### config.mk
export PLATFORM = sky130hd
export DESIGN_NAME = ps2_cmd_sequencer
export DESIGN_NICKNAME = d
export VERILOG_FILES = /design/src/rtl/ps2_cmd_sequencer.sv
export SDC_FILE = /design/constraint.sdc
export NUM_CORES = 1
export LEC_CHECK = 0
export CAP_MARGIN = 20
export CORE_MARGIN = 5
export CORE_UTILIZATION = 55
export DETAILED_ROUTE_END_ITERATION = 10
export GPL_TIMING_DRIVEN = 0
export HOLD_SLACK_MARGIN = 0.15
export PLACE_DENSITY = 0.8
export SLEW_MARGIN = 5
export SYNTH_ARGS = -nofsm -noshare
export SYNTH_HDL_FRONTEND = slang
export SYNTH_SLANG_ARGS = --single-unit
### constraint.sdc
create_clock -name clk_rx -period 5.95 [get_ports clk_rx]
set_clock_uncertainty 0.1 [all_clocks]
set_input_delay 1.19 -clock clk_rx [delete_from_list [all_inputs] [get_ports clk_rx]]
set_output_delay 1.19 -clock clk_rx [all_outputs]
set_load 0.05 [all_outputs]
### src/rtl/ps2_cmd_sequencer.sv
// PS/2 scancode sequencer: walks the F0/E0 prefix grammar and commits
// make codes of seven command keys to held alarm-panel outputs.
//
// Ports:
//   clk_rx    - clock, rising edge
//   reset     - async active-low reset
//   rx_done   - one-cycle strobe, rx_data valid
//   rx_data   - received scancode byte
//   Temp0/1   - temperature code bits (held)
//   Humo      - smoke alarm (held)
//   Elec      - electrical alarm (held)
//   cmd_valid - pulse when a command key updates the outputs
//   cmd_code  - last accepted command scancode (held)
//   err       - pulse on protocol error or inter-byte timeout
//
// Optional: define PS2_REPEAT_FILTER_EN to drop typematic repeats of the
// last accepted command make until its break code is seen.
module ps2_cmd_sequencer #(
  parameter int TIMEOUT_CYC = 50000,
  parameter int CNT_W       = 16
) (
  input  logic       clk_rx,
  input  logic       reset,
  input  logic       rx_done,
  input  logic [7:0] rx_data,
  output logic       Temp0,
  output logic       Temp1,
  output logic       Humo,
  output logic       Elec,
  output logic       cmd_valid,
  output logic [7:0] cmd_code,
  output logic       err
);

  typedef enum logic [1:0] {
    IDLE,
    BRK,
    EXT,
    EXT_BRK
  } state_t;

  localparam logic [CNT_W-1:0] CNT_LAST = CNT_W'(TIMEOUT_CYC - 1);
  localparam logic [CNT_W-1:0] CNT_MAX  = '1;

  state_t           state;
  state_t           state_nx;
  logic [CNT_W-1:0] cnt;

  logic is_f0;
  logic is_e0;
  logic is_cmd;
  logic tmo;
  logic make_hit;
  logic acc;
  logic rel;
  logic err_nx;
  logic t0_nx;
  logic t1_nx;
  logic humo_nx;
  logic elec_nx;

  assign is_f0 = (rx_data == 8'hF0);
  assign is_e0 = (rx_data == 8'hE0);

  always_comb begin
    unique case (rx_data)
      8'h1C, 8'h1A, 8'h22,
      8'h23, 8'h21,
      8'h2B, 8'h2A: is_cmd = 1'b1;
      default:      is_cmd = 1'b0;
    endcase
  end

  // A strobe in the same cycle as expiry takes priority over the timeout.
  assign tmo = !rx_done && (state != IDLE) && (cnt == CNT_LAST);

  assign make_hit = rx_done && (state == IDLE) && is_cmd;
  assign rel      = rx_done && (state == BRK) && !is_f0 && !is_e0;

`ifdef PS2_REPEAT_FILTER_EN
  logic [7:0] last_make;

  assign acc = make_hit && (rx_data != last_make);

  always_ff @(posedge clk_rx or negedge reset) begin
    if (!reset) begin
      last_make <= 8'h00;
    end else if (acc) begin
      last_make <= rx_data;
    end else if (rel && (rx_data == last_make)) begin
      last_make <= 8'h00;
    end
  end
`else
  assign acc = make_hit;
`endif

  // State register
  always_ff @(posedge clk_rx or negedge reset) begin
    if (!reset) begin
      state <= IDLE;
    end else begin
      state <= state_nx;
    end
  end

  // Next-state logic
  always_comb begin
    state_nx = state;
    if (rx_done) begin
      unique case (state)
        IDLE: begin
          if (is_f0)      state_nx = BRK;
          else if (is_e0) state_nx = EXT;
          else            state_nx = IDLE;
        end
        BRK: begin
          if (is_f0)      state_nx = BRK;
          else if (is_e0) state_nx = EXT;
          else            state_nx = IDLE;
        end
        EXT: begin
          if (is_f0)      state_nx = EXT_BRK;
          else if (is_e0) state_nx = EXT;
          else            state_nx = IDLE;
        end
        EXT_BRK:          state_nx = IDLE;
      endcase
    end else if (tmo) begin
      state_nx = IDLE;
    end
  end

  // Output logic: next values of the registered outputs
  always_comb begin
    t0_nx   = Temp0;
    t1_nx   = Temp1;
    humo_nx = Humo;
    elec_nx = Elec;
    err_nx  = tmo;
    if (rx_done) begin
      if ((state == BRK) && is_e0)
        err_nx = 1'b1;
      if ((state == EXT_BRK) && (is_e0 || is_f0))
        err_nx = 1'b1;
    end
    if (acc) begin
      unique case (1'b1)
        rx_data == 8'h1C: begin
          t0_nx = 1'b1;
          t1_nx = 1'b1;
        end
        rx_data == 8'h1A: begin
          t0_nx = 1'b0;
          t1_nx = 1'b1;
        end
        rx_data == 8'h22: begin
          t0_nx = 1'b0;
          t1_nx = 1'b0;
        end
        rx_data == 8'h23: humo_nx = 1'b1;
        rx_data == 8'h21: humo_nx = 1'b0;
        rx_data == 8'h2B: elec_nx = 1'b1;
        rx_data == 8'h2A: elec_nx = 1'b0;
        default: ;
      endcase
    end
  end

  // Inter-byte timeout counter; saturates instead of wrapping.
  always_ff @(posedge clk_rx or negedge reset) begin
    if (!reset) begin
      cnt <= '0;
    end else if (rx_done || tmo || (state == IDLE)) begin
      cnt <= '0;
    end else if (cnt != CNT_MAX) begin
      cnt <= cnt + 1'b1;
    end
  end

  always_ff @(posedge clk_rx or negedge reset) begin
    if (!reset) begin
      Temp0     <= 1'b0;
      Temp1     <= 1'b0;
      Humo      <= 1'b0;
      Elec      <= 1'b0;
      cmd_valid <= 1'b0;
      cmd_code  <= 8'h00;
      err       <= 1'b0;
    end else begin
      Temp0     <= t0_nx;
      Temp1     <= t1_nx;
      Humo      <= humo_nx;
      Elec      <= elec_nx;
      cmd_valid <= acc;
      err       <= err_nx;
      if (acc)
        cmd_code <= rx_data;
    end
  end

endmodule

==> impl_metrics.json <==
{
  "setup_violations": 0,
  "critPathLaunchType": "primary input",
  "r2r_start": "cnt[0]",
  "syn2layout_area_growth_pct": 21.1,
  "status": "finished, final reports clean",
  "crit_path_end_kind": "register",
  "cts_root_buffer": "clkbuf_4",
  "final_cell_mix": "dfrtp_1, clkdlybuf4s50_1, nor2_1",
  "arrival_ns": 3.28,
  "avgSynthCellArea_sq_um": 10.2,
  "worstMarginPinSlew_ns": 0.700,
  "p_per_area_nw_per_um2": 225,
  "cts_tree": "built",
  "cts_setup_buffers": 0,
  "dp_cells": 223,
  "synth-simple-area-share": 0.268,
  "fill_cells": 244,
  "multi_input_area_sq_um": 822,
  "ys.flop_type": "dfrtp_1",
  "finalMaxSlewViolations": 0,
  "synth_area_leaders": "dfrtp_1, mux2_2, nor3_1",
  "cp-startpoint": "rx_data[0]",
  "crit_end": "cmd_code[4]",
  "fmax_mhz": 318,
  "min_period_over_period": 0.528,
  "met1_usage": 0.223,
  "drtIter0Drc": 148,
  "clk_pin_slew_ns": 0.11,
  "synthMuxAreaShare": 0.0519,
  "max_cap_violations": 0,
  "diodes": 0,
  "fin_util": 0.681,
  "syn_nets": 178,
  "max_slew_margin": 0.533,
  "gr-total-overflow": 0,
  "die_x_um": 65.4,
  "clkLatencyLatePin_ns": 0.34,
  "vias_per_cell": 6.44,
  "synth_compound_area_frac": 0.149,
  "first_pass_iters": 4,
  "portBuffers": 24,
  "yosysWarnings": 0,
  "yosysSeqAreaShare": 0.474,
  "hold_slack_ns": 0.411,
  "drc": 0,
  "p_leak_nw": 0.852,
  "ctsResizeCount": 0,
  "finalWirelength_mm": 3.71,
  "cts_buffer_depth": 2,
  "finalHoldViolCount": 0,
  "reg2reg_to": "cnt[10]",
  "cp_max_fo": 10,
  "reg2reg_slack_ns": 3.67,
  "cts_hold_buffers": 0,
  "core_sq_um": 3000,
  "vias": 1487,
  "synth_top_cell_by_area": "dfrtp_1",
  "synth-edff-count": 0,
  "ant_nets": 0,
  "ff2ff_path_depth": 6,
  "synth-seq-cells": 32,
  "rsz0062_at_grt": "no",
  "synth_top_area_frac": 0.474,
  "grt_use_total": 0.195,
  "synthAdderAreaFrac": 0.00741,
  "layout-drive-gt1-share": 0.136,
  "required_ns": 6.08,
  "die_area_sq_um": 4280,
  "dpl.hpwl_mm": 2.66,
  "start_util": 0.562,
  "htreeDepth": 2,
  "grt_busiest_layer": "met2",
  "synthCells": 166,
  "wl_per_cell_um": 16.1,
  "setup_tns_ns": 0,
  "final_common_cell": "dfrtp_1",
  "first_global_vias": 1491,
  "fin_crit_ns": 3.14,
  "hold_path_class": "reg -> reg",
  "grt_max_degree": 33,
  "gr-usage-met2": 0.326,
  "seqCellArea_sq_um": 801,
  "rows": 20,
  "final_cell_count_no_fill": 231,
  "irDropWorstVdd_v": 0.000139,
  "syn_area_sq_um": 1690,
  "dieHeight_um": 65.4,
  "gp_congestion": 0.874,
  "antenna_found_initial": 0,
  "io_pins": 25,
  "grt_pass1_wl_mm": 6.51,
  "synth_cell_types": 49,
  "cts_buffers": 5,
  "cts_sinks": 32,
  "synthArstFlopShare": 1.00,
  "critical_path_class": "in -> reg",
  "use_met3": 0.0701,
  "synth_top_family_by_area": "simple AND/OR/NAND/NOR gates",
  "synth_xor_area_frac": 0.0104,
  "layout.nets": 209
}
==> report_power, final <==
| part | switching (mW) | total, mW | leakage (nW) | internal (mW) |
|---|---|---|---|---|
| clock network | 0.0793 | 0.167 | 0.0412 | 0.0876 |
| logic | 0.0422 | 0.0667 | 0.379 | 0.0244 |
| registers | 0.00318 | 0.227 | 0.432 | 0.224 |
| total | 0.125 | 0.461 | 0.852 | 0.336 |
==> per-stage QoR <==
step	area, sq um	setup WS [ns]	power (mW)
2_1_floorplan	1690	3.31	0.268
3_3_place_gp	1970	2.53	0.298
3_5_place_dp	1960	2.49	0.299
4_1_cts	2040	2.86	0.465
5_1_grt	2040	2.66	0.485
6_report	2040	2.81	0.461
==> logic make-up (layout without fill, tap and decap cells) <==
kind of cell               after synthesis  in the layout
and+or+nand+nor                         74             74
AOI/OAI and AO/OA                       37             37
DFF                                     32             32
buffers and inverters                   12             44
muxes                                    8              8
xor gates and xnor gates                 2              2
adders and majority gates                1              1
==> how the worst min path moves through the flow <==
| stage | endpoint | start | slack, ns | cells after the start |
|---|---|---|---|---|
| after floorplan | cnt[2] | cnt[2] | 0.38 | 1 |
| after global placement | cmd_code[7] | cmd_code[7] | 0.39 | 1 |
| after detailed placement | cmd_code[7] | cmd_code[7] | 0.39 | 1 |
| after CTS | cmd_code[7] | cmd_code[7] | 0.42 | 1 |
| after global routing | cmd_code[7] | cmd_code[7] | 0.44 | 1 |
| final | cmd_code[6] | cmd_code[6] | 0.41 | 1 |
==> cell usage after synthesis, types with 3 or more instances <==
cell type,number
nand2_1,9
a21oi_1,8
inv_1,8
nor4_1,3
o31ai_1,4
mux2_2,6
a31oi_1,4
or4_1,4
nor3_1,9
nor2b_1,4
and3_1,3
o21ai_0,7
nand3_1,6
dfrtp_1,32
nand4_1,6
nor2_1,11
==> sequential cells by signal, indices dropped and copies added (netlist names) <==
register	count
cnt	16
cmd_code	8
Temp0	1
Elec	1
err	1
cmd_valid	1
Humo	1
Temp1	1
state	2
==> worst max-delay path, cell delays in order <==
cell,delay [ns]
clkdlybuf4s50_1,0.56
nor4bb_1,0.59
o211a_1,0.28
o21bai_1,0.11
buf_4,0.20
mux2_2,0.34
==> area by class of cell <==
cell class / count / share of cell area
plain buffers: 4 / 0.0171
clock buffers: 5 / 0.0184
clock inverters: 3 / 0.0208
inverters: 8 / 0.0147
multi-input cells: 122 / 0.402
flip-flops and latches: 32 / 0.392
well taps: 33 / 0.0202
repair buffers: 24 / 0.115
==> per-layer routing <==
metal / wire length, um / vias to the layer above
li1: - / 695
met1: 1590 / 736
met2: 1800 / 47
met3: 252 / 9
met4: 60 / 0
met5: 0 / -
Power figures use the tool's default switching activity.
